`config.mk`:
```
export PLATFORM = sky130hd
export DESIGN_NAME = cam_alloc
export DESIGN_NICKNAME = d
export VERILOG_FILES = /design/src/rtl/cam_alloc.sv
export SDC_FILE = /design/constraint.sdc
export NUM_CORES = 1
export LEC_CHECK = 0
export BUFFER_PORTS_ARGS = -buffer_cell sky130_fd_sc_hd__buf_2
export CAP_MARGIN = 20
export CELL_PAD_IN_SITES_DETAIL_PLACEMENT = 1
export CELL_PAD_IN_SITES_GLOBAL_PLACEMENT = 1
export CORE_AREA = 5 5 127 129
export DETAILED_ROUTE_END_ITERATION = 10
export DIE_AREA = 0 0 132 134
export PLACE_DENSITY_LB_ADDON = 0.1
export SYNTH_ARGS = -nofsm -noshare
export SYNTH_HDL_FRONTEND = slang
export SYNTH_SLANG_ARGS = --single-unit
```
`constraint.sdc`:
```
create_clock -name clk -period 9.8 [get_ports clk]
set_input_delay 1.96 -clock clk [delete_from_list [all_inputs] [get_ports clk]]
set_output_delay 1.96 -clock clk [all_outputs]
set_load 0.02 [all_outputs]
```
`src/rtl/cam_alloc.sv`:
```
// cam_alloc: entry allocator that sits in front of a CAM write port.
// It keeps the per-entry valid bitmap, gives each insert the lowest free
// address, frees entries on request, and evicts round-robin when full.
module cam_alloc #(
   parameter int DATA  = 16,
   parameter int DEPTH = 64,
   parameter bit EVICT = 1'b1,
   parameter int ADDR  = $clog2(DEPTH)
) (
   input  logic              clk,
   input  logic              reset,
   input  logic              ins_req,
   input  logic [DATA-1:0]   ins_data,
   output logic              ins_ready,
   output logic              ins_ack,
   output logic [ADDR-1:0]   ins_addr,
   output logic              ins_evict,
   input  logic              free_req,
   input  logic [ADDR-1:0]   free_addr,
   output logic              we_,
   output logic [DATA-1:0]   wd,
   output logic [DATA-1:0]   wm,
   output logic [ADDR-1:0]   waddr,
   output logic [DEPTH-1:0]  valid,
   output logic [ADDR:0]     count,
   output logic              full,
   output logic              empty
);

   localparam logic [ADDR:0] DEPTH_CNT = (ADDR+1)'(DEPTH);

   // lowest index whose valid bit is clear; scanning downward lets the
   // lowest hit overwrite any higher one
   function automatic logic [ADDR-1:0] lowest_free(input logic [DEPTH-1:0] vec);
      logic [ADDR-1:0] idx;
      idx = '0;
      for (int i = DEPTH - 1; i >= 0; i--) begin
         if (!vec[i]) idx = ADDR'(i);
      end
      return idx;
   endfunction

   // count step: +1 for a fresh insert, -1 for an effective free, net 0 for both
   function automatic logic [ADDR:0] count_step(input logic [ADDR:0] cur,
                                                input logic inc,
                                                input logic dec);
      logic [ADDR:0] nxt;
      case ({inc, dec})
         2'b10:   nxt = cur + (ADDR+1)'(1);
         2'b01:   nxt = cur - (ADDR+1)'(1);
         default: nxt = cur;
      endcase
      return nxt;
   endfunction

   logic [DEPTH-1:0] valid_r;
   logic [ADDR:0]    count_r;
   logic [ADDR-1:0]  victim_r;

   logic             accept_p0;
   logic             evict_p0;
   logic [ADDR-1:0]  target_p0;
   logic             free_eff_p0;
   logic             free_lost_p0;
   logic [DEPTH-1:0] valid_nxt;
   logic [ADDR:0]    count_nxt;

   assign full      = (count_r == DEPTH_CNT);
   assign empty     = (count_r == '0);
   assign ins_ready = ~full | EVICT;
   assign valid     = valid_r;
   assign count     = count_r;
   assign wm        = '0;

   // request stage: decide acceptance, target entry and bitmap/count updates
   always_comb begin
      accept_p0    = ins_req & ins_ready;
      evict_p0     = accept_p0 & full;
      target_p0    = full ? victim_r : lowest_free(valid_r);
      free_eff_p0  = free_req & valid_r[free_addr];
      // an evicting insert onto the entry being freed keeps it valid
      free_lost_p0 = free_eff_p0 & accept_p0 & (target_p0 == free_addr);
      valid_nxt    = valid_r;
      if (free_eff_p0) valid_nxt[free_addr] = 1'b0;
      if (accept_p0)   valid_nxt[target_p0] = 1'b1;
      count_nxt    = count_step(count_r, accept_p0 & ~full,
                                free_eff_p0 & ~free_lost_p0);
   end

   // table state: valid bitmap, occupancy count and round-robin victim
   always_ff @(posedge clk or negedge reset) begin
      if (!reset) begin
         valid_r  <= '0;
         count_r  <= '0;
         victim_r <= '0;
      end else begin
         valid_r <= valid_nxt;
         count_r <= count_nxt;
         if (evict_p0) victim_r <= victim_r + 1'b1;
      end
   end

   // write stage: one-cycle registered CAM write strobe and insert acknowledge
   always_ff @(posedge clk or negedge reset) begin
      if (!reset) begin
         we_       <= 1'b1;
         wd        <= '0;
         waddr     <= '0;
         ins_ack   <= 1'b0;
         ins_addr  <= '0;
         ins_evict <= 1'b0;
      end else begin
         we_       <= ~accept_p0;
         ins_ack   <= accept_p0;
         ins_evict <= evict_p0;
         if (accept_p0) begin
            wd       <= ins_data;
            waddr    <= target_p0;
            ins_addr <= target_p0;
         end
      end
   end

endmodule
```
==> flow_summary_export.csv <==
group,metric,value,unit
status,status,"finished, final reports clean",
logic_synthesis,syn_area,0.00596,mm^2
die,core-area,0.0149,mm^2
logic_synthesis,ys_seq_area_frac,0.428,
critical_path,crit_cells,19,
die,initial_core_util,0.400,
global_route,grt_pass1_wl,34400,um
critical_path,reg2reg_depth,18,
critical_path,required,10040,ps
logic_synthesis,synthArstFlopShare,1.00,
final_layout,seqCellArea,0.00255,mm^2
logic_synthesis,synth_common_cells,"o21ai_0, dfrtp_1, nand2_1, buf_4, nor2_1",
global_route,antenna_found_initial,0,
global_route,grt_pass1_vias,5812,
global_route,grt_max_degree,59,
final_layout,area_delta_synth_final,15.8,%
clocking,cts_resized,0,
final_layout,multiInputGateArea,0.00308,mm^2
drt,wl,22100,um
final_layout,drive_gt1_frac,0.256,
timing,finalCritPeriodShare,0.631,
die,io_pins,147,
logic_synthesis,yosysMostFrequentCell,"o21ai_0",
drt,firstDrtPassIters,5,
logic_synthesis,synth_ff_type,"dfrtp_1",
worst_hold_path,hold_depth,1,
clocking,cts_max_level,3,
logic_synthesis,synth_edf_count,0,
clocking,cts.hold.buffers_added,0,
global_route,grtUsageMet1,0.344,
final_layout,fill_cells,1718,
global_route,grt-busiest-layer,"met2",
clocking,cts_tree,"yes",
drt,route.detailed.drc,0,
clocking,cts_buffer_depth,2,
placement,gp_routability_congestion,0.869,
power,vdd_drop_max,0.129,mV
drt,drt_iter0_markers,427,
logic_synthesis,yosysWarnings,0,
clocking,clk_latency,360,ps
timing,fin_crit,6180,ps
run,cap_violations,0,
critical_path,critical-path-top-delay-family,"simple AND/OR/NAND/NOR gates",
critical_path,worst_ep_arrival_time,6430,ps
critical_path,slowest_stage,"or4b_2",
timing,hold_viol,0,
power,power_leakage,3.05,nW
critical_path,cp_max_fo,25,
critical_path,worstSetupPathType,"input pin to register",
worst_hold_path,min_path_type,"register to register",
global_route,use_met3,0.0405,
logic_synthesis,synth-seq-cells,102,
clocking,cts.clk_slew.worst_paths,70,ps
critical_path,path_cells,"buf_2 > nor2b_1 > a2bb2oi_1 > nor2_1 > a221oi_1 > or4b_2 > nand4_1 > o21ai_0 > a31oi_1 > ha_1 > ha_1 > nor2b_1 > o21a_1 > o21ai_0 > nand2b_1 > a21oi_1 > xnor2_1 > nor2_1 > xor2_1",
global_route,grt_util_all_layers,0.246,
die,row_count,45,
logic_synthesis,ys_types,63,
logic_synthesis,yosys.area.top_type_share,0.424,
drt,antenna_left,0,
critical_path,crit_path_end_kind,"register",
final_layout,final_net_count,775,
timing,worst_pin_slew,743,ps
die,fp.dieW,132,um
critical_path,max_stage_delay,780,ps
timing,clock-skew-final,6.76,ps
timing,rsz0062_at_grt,"false",
final_layout,diodes,0,
critical_path,cp-start-kind,"input pin",
global_route,grt_overflow,0,
logic_synthesis,syn_inst,636,
clocking,numCtsBuffers,9,
timing,finalSetupViolCount,0,
drt,vias,5683,
clocking,post-cts-setup-buffers,0,
logic_synthesis,synth.area.top_cells,"dfrtp_1, o21ai_0, mux2_2",
timing,finalSetupTns,0,ps
timing,max_freq,162,MHz
clocking,cts_sinks,102,
critical_path,cp_num_buf_inv,1,
power,cellPowerDensity,249,mW/mm^2
power,power,0.00172,W
placement,hpwl,16000,um
logic_synthesis,synth_top_area_cell,"dfrtp_1",
timing,slew_headroom,0.505,
timing,slew_viol_final,0,
die,dieArea,0.0177,mm^2
clocking,root_buffer,"clkbuf_16",
logic_synthesis,syn_area_per_cell,9.37,um^2
drt,via_per_inst,6.09,
drt,wl_per_cell,23.7,um
placement,portBuffers,129,
die,die_h,134,um
global_route,gr-usage-met2,0.392,
## metal layers
metal	vias to the layer above	routed length [um]
li1	2526	-
met1	2889	9680
met2	234	10400
met3	34	1580
met4	0	527
met5	-	0
## worst register-to-register path, cell delays in order (launching register included)
cell	delay, ps
dfrtp_1	440
nor4_2	390
and3_1	700
mux2i_1	270
a21o_1	320
xor2_1	190
nand2_1	70
nor4_1	340
a31oi_1	210
ha_1	340
ha_1	360
nor2b_1	150
o21a_1	190
o21ai_0	250
nand2b_1	100
a21oi_1	190
xnor2_1	140
nor2_1	70
xor2_1	160
## cell type report
| class | count | area share |
|---|---|---|
| Multi-Input combinational cell | 482 | 0.447 |
| Sequential cell | 102 | 0.370 |
| Timing Repair Buffer | 130 | 0.0950 |
| Tap cell | 188 | 0.0341 |
| Clock buffer | 10 | 0.0332 |
| Clock inverter | 5 | 0.0123 |
| Inverter | 16 | 0.00870 |
## through the flow
step / setup slack (ps) / utilization / area [um^2] / std cells / hold WS (ps)
after detailed placement: 3340 / 0.442 / 6590 / 918 / 485
after floorplan: 4480 / - / 6020 / 651 / 459
after global routing: 3370 / 0.463 / 6900 / 933 / 523
final: 3620 / 0.463 / 6900 / 933 / 501
after global placement: 3780 / 0.442 / 6590 / 918 / 478
after CTS: 3710 / 0.463 / 6900 / 933 / 499
## placed cells by master (no fill, tap or decap), drive strengths merged, types with 6 or more instances in the layout
cell	count
a21oi	17
a31oi	8
and4	6
buf	130
clkbuf	10
conb	17
dfrtp	101
ha	7
inv	16
mux2	23
mux2i	12
nand2	45
nand3	21
nand4	25
nor2	26
nor2b	12
o21ai	150
xnor2	10
xor2	8
## path summary, 6_finish.rpt
check	start	endpoint	slack (ps)
setup / recovery	free_addr[2]	count[6]	3620
hold / removal	wd[15]	wd[15]	500
setup reg to reg	count[1]	count[6]	4820
hold reg to reg	wd[15]	wd[15]	500
max in group asynchronous	reset	wd[6]	7020
min in group asynchronous	reset	valid[46]	1610
## kinds of logic after synthesis
kind of cell | count (synthesis) | share of synthesized area
compound gates | 222 | 0.218
xor+xnor | 18 | 0.0264
fa+ha+maj | 8 | 0.0180
buf+inv | 67 | 0.0638
flops | 102 | 0.428
mux | 39 | 0.0787
other cells | 2 | 0.00126
simple gates | 178 | 0.166
## registers in the layout, summed over array words and instances (netlist names)
signal	flops
count	7
ins_ack	1
ins_addr	6
ins_evict	1
valid	64
victim_r	6
wd	16
we_	1
## report_power, final
part,leakage (nW),internal [W],switching (W)
combinational,1.60,0.000211,0.000531
clock,0.149,0.000223,0.000166
sequential,1.30,0.000486,0.0000985
No activity file was read; power rests on OpenSTA's default activity.
